==> config.mk <==
export PLATFORM = sky130hd
export DESIGN_NAME = pipe_adder
export DESIGN_NICKNAME = d
export VERILOG_FILES = /design/src/rtl/pipe_adder.sv
export SDC_FILE = /design/constraint.sdc
export NUM_CORES = 1
export LEC_CHECK = 0
export ABC_AREA = 1
export BUFFER_PORTS_ARGS = -buffer_cell sky130_fd_sc_hd__buf_4
export CAP_MARGIN = 20
export CORE_ASPECT_RATIO = 0.5
export CORE_MARGIN = 10
export CORE_UTILIZATION = 50
export CTS_BUF_LIST = sky130_fd_sc_hd__clkbuf_2
export CTS_CLUSTER_SIZE = 8
export DETAILED_ROUTE_END_ITERATION = 16
export PLACE_DENSITY = 0.73
export SLEW_MARGIN = 10
export SYNTH_ARGS = -nofsm -noshare
export SYNTH_HDL_FRONTEND = slang
export SYNTH_SLANG_ARGS = --single-unit
==> constraint.sdc <==
create_clock -name clk -period 7.25 [get_ports clk]
set_input_delay 1.45 -clock clk [delete_from_list [all_inputs] [get_ports clk]]
set_output_delay 1.45 -clock clk [all_outputs]
set_load 0.01 [all_outputs]
==> src/rtl/pipe_adder.sv <==
// pipe_adder: elastic valid/ready pipelined ADD/SUB/ACC/CLR datapath.
// Arithmetic at input accept; STAGES register stages carry result/carry/ovf.
// Ports:
//   clk, rst          rising-edge clock, async active-high reset
//   in_valid/in_ready operand beat handshake (op, src1, src2)
//   out_valid/out_ready result beat handshake (out, carry, ovf)
// Build option: define ADDER_SAT_EN to saturate ADD/SUB/ACC on signed
// overflow; undefined, results wrap modulo 2^WIDTH.
module pipe_adder #(
  parameter int WIDTH = 64,
  parameter int STAGES = 2,
  parameter logic [WIDTH-1:0] RESET_VAL = '0
) (
  input  logic             clk,
  input  logic             rst,
  input  logic             in_valid,
  output logic             in_ready,
  input  logic [1:0]       op,
  input  logic [WIDTH-1:0] src1,
  input  logic [WIDTH-1:0] src2,
  output logic             out_valid,
  input  logic             out_ready,
  output logic [WIDTH-1:0] out,
  output logic             carry,
  output logic             ovf
);

  localparam logic [1:0] OP_ADD = 2'b00;
  localparam logic [1:0] OP_SUB = 2'b01;
  localparam logic [1:0] OP_ACC = 2'b10;
  localparam logic [1:0] OP_CLR = 2'b11;

  logic [WIDTH-1:0] acc;

  logic [WIDTH-1:0] opa;
  logic [WIDTH-1:0] opb;
  logic             cin;
  logic [WIDTH:0]   sum;
  logic             raw_v;
  logic [WIDTH-1:0] res;
  logic             res_c;
  logic             res_v;
  logic             acc_we;
  logic             take;

  // Operand steering: SUB is src1 + ~src2 + 1,
  // ACC adds src1 to the live accumulator.
  always_comb begin
    opa    = src1;
    opb    = src2;
    cin    = 1'b0;
    acc_we = 1'b0;
    unique case (1'b1)
      (op == OP_ADD): begin
        opb = src2;
      end
      (op == OP_SUB): begin
        opb = ~src2;
        cin = 1'b1;
      end
      (op == OP_ACC): begin
        opa    = acc;
        opb    = src1;
        acc_we = 1'b1;
      end
      (op == OP_CLR): begin
        acc_we = 1'b1;
      end
    endcase
  end

  assign sum = {1'b0, opa} + {1'b0, opb}
             + {{WIDTH{1'b0}}, cin};

  // Same-sign operands producing a different-sign
  // result is a two's complement overflow.
  assign raw_v = (opa[WIDTH-1] == opb[WIDTH-1])
              && (sum[WIDTH-1] != opa[WIDTH-1]);

  always_comb begin
    res   = sum[WIDTH-1:0];
    res_c = sum[WIDTH];
    res_v = raw_v;
`ifdef ADDER_SAT_EN
    // On overflow both operands share a sign;
    // that sign picks the clamp direction.
    if (raw_v) begin
      if (opa[WIDTH-1])
        res = {1'b1, {(WIDTH-1){1'b0}}};
      else
        res = {1'b0, {(WIDTH-1){1'b1}}};
    end
`endif
    if (op == OP_CLR) begin
      res   = RESET_VAL;
      res_c = 1'b0;
      res_v = 1'b0;
    end
  end

  // Pipeline stage registers.
  logic [STAGES-1:0] v;
  logic [STAGES:0]   rdy;
  logic [WIDTH-1:0]  d [STAGES];
  logic [STAGES-1:0] c;
  logic [STAGES-1:0] o;

  // A stage is ready when empty or when the
  // stage behind it drains this cycle.
  always_comb begin
    logic r;
    r = out_ready;
    rdy[STAGES] = out_ready;
    for (int i = STAGES - 1; i >= 0; i--) begin
      r = !v[i] || r;
      rdy[i] = r;
    end
  end

  assign take = in_valid && rdy[0];

  always_ff @(posedge clk or posedge rst) begin
    if (rst) begin
      acc <= RESET_VAL;
      v   <= '0;
      c   <= '0;
      o   <= '0;
      for (int i = 0; i < STAGES; i++)
        d[i] <= RESET_VAL;
    end else begin
      // Accumulator commits at accept, so a
      // following ACC sees it with no bubble.
      if (take && acc_we)
        acc <= res;
      if (rdy[0]) begin
        v[0] <= in_valid;
        if (in_valid) begin
          d[0] <= res;
          c[0] <= res_c;
          o[0] <= res_v;
        end
      end
      for (int i = 1; i < STAGES; i++) begin
        if (rdy[i]) begin
          v[i] <= v[i-1];
          if (v[i-1]) begin
            d[i] <= d[i-1];
            c[i] <= c[i-1];
            o[i] <= o[i-1];
          end
        end
      end
    end
  end

  assign in_ready  = rdy[0];
  assign out_valid = v[STAGES-1];
  assign out       = d[STAGES-1];
  assign carry     = c[STAGES-1];
  assign ovf       = o[STAGES-1];

endmodule

==> flow_summary.json <==
{
  "synth.ff_latch_count": 198,
  "grt_first_pass_wirelength_um": 86150,
  "critical_path.top_delay_family": "simple AND/OR/NAND/NOR gates",
  "synth.distinct_cells": 38,
  "routedWlPerCell_um": 18.49,
  "syn_to_final_growth_pct": 10.09,
  "grt.overflow.total": 0,
  "cell_with_the_largest_stage_delay_on_the_worst_path": "inv_2",
  "final_max_slew_viol_count": 0,
  "cts_buffer_count": 17,
  "number_of_global_route_vias_before_repair": 15040,
  "worstPathArrival_ns": 5.52,
  "power.share.sequential": 0.355,
  "finalInstanceArea_um2": 17850,
  "yosysWarningCount": 0,
  "cp_common_cell": "nand2_1",
  "fin_setup_tns_ns": 0,
  "post_synthesis_cells": 2437,
  "die_width_um": 274.7,
  "finalSetupViolCount": 0,
  "final_layout_size_suffix_gt1_frac": 0.1721,
  "power.clock.fraction": 0.123,
  "total_switching_power_mw": 2.298,
  "drt_first_pass_iters": 6,
  "timing_worst_setup_path_type": "primary input to flip-flop",
  "dp.cells": 2939,
  "mostFrequentLayoutCell": "nand2_1",
  "layout_common_cells": "nand2_1 (857), inv_1 (401), buf_4 (213)",
  "seq_area_frac_synth": 0.3056,
  "floorplan.initialDensity": 0.5095,
  "postRouteWirelength_um": 54960,
  "post-cts-setup-buffers": 0,
  "grt.met1_usage": 0.3925,
  "rsz0062_at_grt": "no",
  "num_rows": 46,
  "grt_antenna_before_repair": 1,
  "timing.clock.skew_ns": 0.06497,
  "worst_setup_hold_path_clk_slew_ns": 0.35,
  "cp_max_fanout": 36,
  "end_kind": "flip-flop",
  "n_fill_cell": 3227,
  "clock_tree.htree_level_count": 4,
  "worstPathCellList": "buf_4 > inv_1 > ha_1 > inv_2 > buf_4 > o211ai_1 > o21ai_0 > inv_1 > ha_1 > nand2_1 > nor2_1 > nand2_1 > inv_1 > nand2_1 > nor3_1 > nand2_1 > nand2_1 > nand2_1 > nand4_1 > nand2_1",
  "max-slew-margin-rel": 0.3457,
  "grt_use_met3": 0.06286,
  "avgSynthCellArea_um2": 6.654,
  "global_route.usage.total": 0.2738,
  "final_net_count": 2728,
  "syn-cell-area_um2": 16220,
  "gp_routability_congestion": 1.028,
  "vdd.ir_drop.worst_mv": 0.1433,
  "power_density_nw_per_um2": 278.1,
  "worst_skew_pair.late_latency_ns": 0.96,
  "maxCapViolations": 0,
  "floorplan.core_area_um2": 31830,
  "timing.critical_path.required_ns": 8.15,
  "outcome": "finished clean",
  "internal_power_mw": 2.667,
  "power.switching_fraction": 0.4629,
  "comb_pwr_share": 0.522,
  "clock_sinks": 198,
  "largest_net_degree_at_the_start_of_global_routing": 129,
  "cts_tree": "done",
  "fp.dieArea_um2": 40470,
  "route.detailed.vias_per_inst": 5.230,
  "detail-route-antenna-nets": 0,
  "post_layout_nonfiller_instances": 2972,
  "cts_root_buf": "clkbuf_2",
  "minimum_clock_period_after_layout_ns": 4.625,
  "placedInstanceArea_um2": 17600,
  "crit_path_launch_type": "primary input",
  "drc_errors": 0,
  "cts_repair_resizes": 0,
  "drt_iter0_markers": 1340,
  "final_min_period_over_clock_period": 0.6379,
  "place_hpwl_um": 44050,
  "cts_max_path_buffers": 2,
  "cpPeakStageDelay_ns": 0.57,
  "grt_use_met2": 0.4077,
  "fmaxAchievable_mhz": 216.2,
  "hold_path_class": "primary input to asynchronous set/reset pin",
  "finalHoldViolCount": 0,
  "port_buffers": 201,
  "chipHeight_um": 147.3,
  "io_pins": 202,
  "mappedNetlistNets": 2639,
  "holdBufCountCts": 0,
  "timing.critical_path.buf_inv": 6,
  "vias": 15540,
  "power.leakage_nw": 9.926,
  "grt-busiest-layer": "met2",
  "worstMarginPinSlew_ns": 0.9814
}
==> power groups by stage <==
stage / Combinational, mW / Clock, mW / Sequential [mW]
floorplan: 1.90 / 0 / 1.71
global placement: 2.55 / 0 / 1.77
detailed placement: 2.58 / 0 / 1.78
CTS: 2.59 / 0.623 / 1.76
global route: 2.90 / 0.667 / 1.82
finish: 2.59 / 0.611 / 1.76
==> routing by layer <==
layer	up-vias	part of all wire
met2	442	0.42
met5	-	0
met1	7237	0.48
met4	0	0.017
met3	53	0.077
li1	7812	-
==> final cells by class <==
cell class | count | area (um^2) | area share
clock buffer | 18 | 90.09 | 0.005047
timing repair buffer | 215 | 1639 | 0.09182
sequential | 198 | 4955 | 0.2776
antenna | 1 | 2.502 | 0.0001402
multi-input combinational | 1679 | 8901 | 0.4986
inverter | 415 | 1567 | 0.08775
tap | 432 | 540.5 | 0.03028
clock inverter | 14 | 156.4 | 0.008761
==> flip-flops by register name, summed over array words and instances (netlist names) <==
name / count
acc: 64
v: 2
out: 64
d: 64
c: 2
o: 2
==> cell families after synthesis <==
group | count (synthesis) | synth area share
AOI/OAI and AO/OA | 334 | 0.1147
adders and majority gates | 68 | 0.05340
buffers and inverters | 560 | 0.1471
DFF | 198 | 0.3056
muxes | 112 | 0.07778
and+or+nand+nor | 1165 | 0.3015
==> synth_stat cells, drive strengths merged <==
| master | count | area, um^2 |
|---|---|---|
| buf | 98 | 650.6 |
| nor3 | 9 | 60.06 |
| dfrtp | 198 | 4955 |
| o21bai | 2 | 15.01 |
| ha | 66 | 825.8 |
| a21oi | 79 | 395.4 |
| clkbuf | 47 | 176.4 |
| o311ai | 1 | 8.760 |
| nand2 | 887 | 3405 |
| nand3b | 5 | 37.54 |
| nor2 | 120 | 523.0 |
| fa | 2 | 40.04 |
| inv | 411 | 1543 |
| and3 | 2 | 12.51 |
| or2 | 2 | 12.52 |
| nand4 | 61 | 381.6 |
| nand3 | 68 | 387.9 |
| and2 | 4 | 25.02 |
| o21ai | 186 | 945.9 |
| o31ai | 2 | 15.01 |
| nor4 | 7 | 43.79 |
| o211ai | 64 | 480.5 |
| clkinv | 4 | 15.01 |
| mux2 | 112 | 1261 |
==> worst register-to-register path, stage by stage (launching register included) <==
cell	delay, ns
dfrtp_1	0.51
mux2_2	0.29
ha_1	0.36
nand2_1	0.16
nor2_1	0.26
nand2_1	0.25
inv_1	0.14
nand2_1	0.16
nor3_1	0.56
nand2_1	0.27
nand2_1	0.13
nand2_1	0.07
nand4_1	0.08
nand2_1	0.07
==> per-stage QoR <==
stage	util	worst slack, ns	hold WS, ns	power [mW]
3_5_place_dp	0.5530	1.889	0.4620	4.365
5_1_grt	0.5609	2.537	0.3857	5.388
3_3_place_gp	0.5530	1.762	0.4583	4.324
4_1_cts	0.5608	2.971	0.3958	4.976
6_report	0.5609	2.625	0.4099	4.965
2_1_floorplan	-	0.4027	0.4434	3.605
==> final timing paths <==
kind / from / endpoint / slack (ns) / depth (start not counted)
min in group clk: d[120] / out[56] / 0.50 / 1
max: op[1] / d[122] / 2.63 / 20
min: rst / out[4] / 0.41 / 2
min reg2reg: d[120] / out[56] / 0.50 / 1
max in group asynchronous: rst / acc[48] / 5.50 / 3
max reg2reg: acc[42] / d[122] / 3.92 / 13
Note: power is estimated with default switching activity, not from simulation.
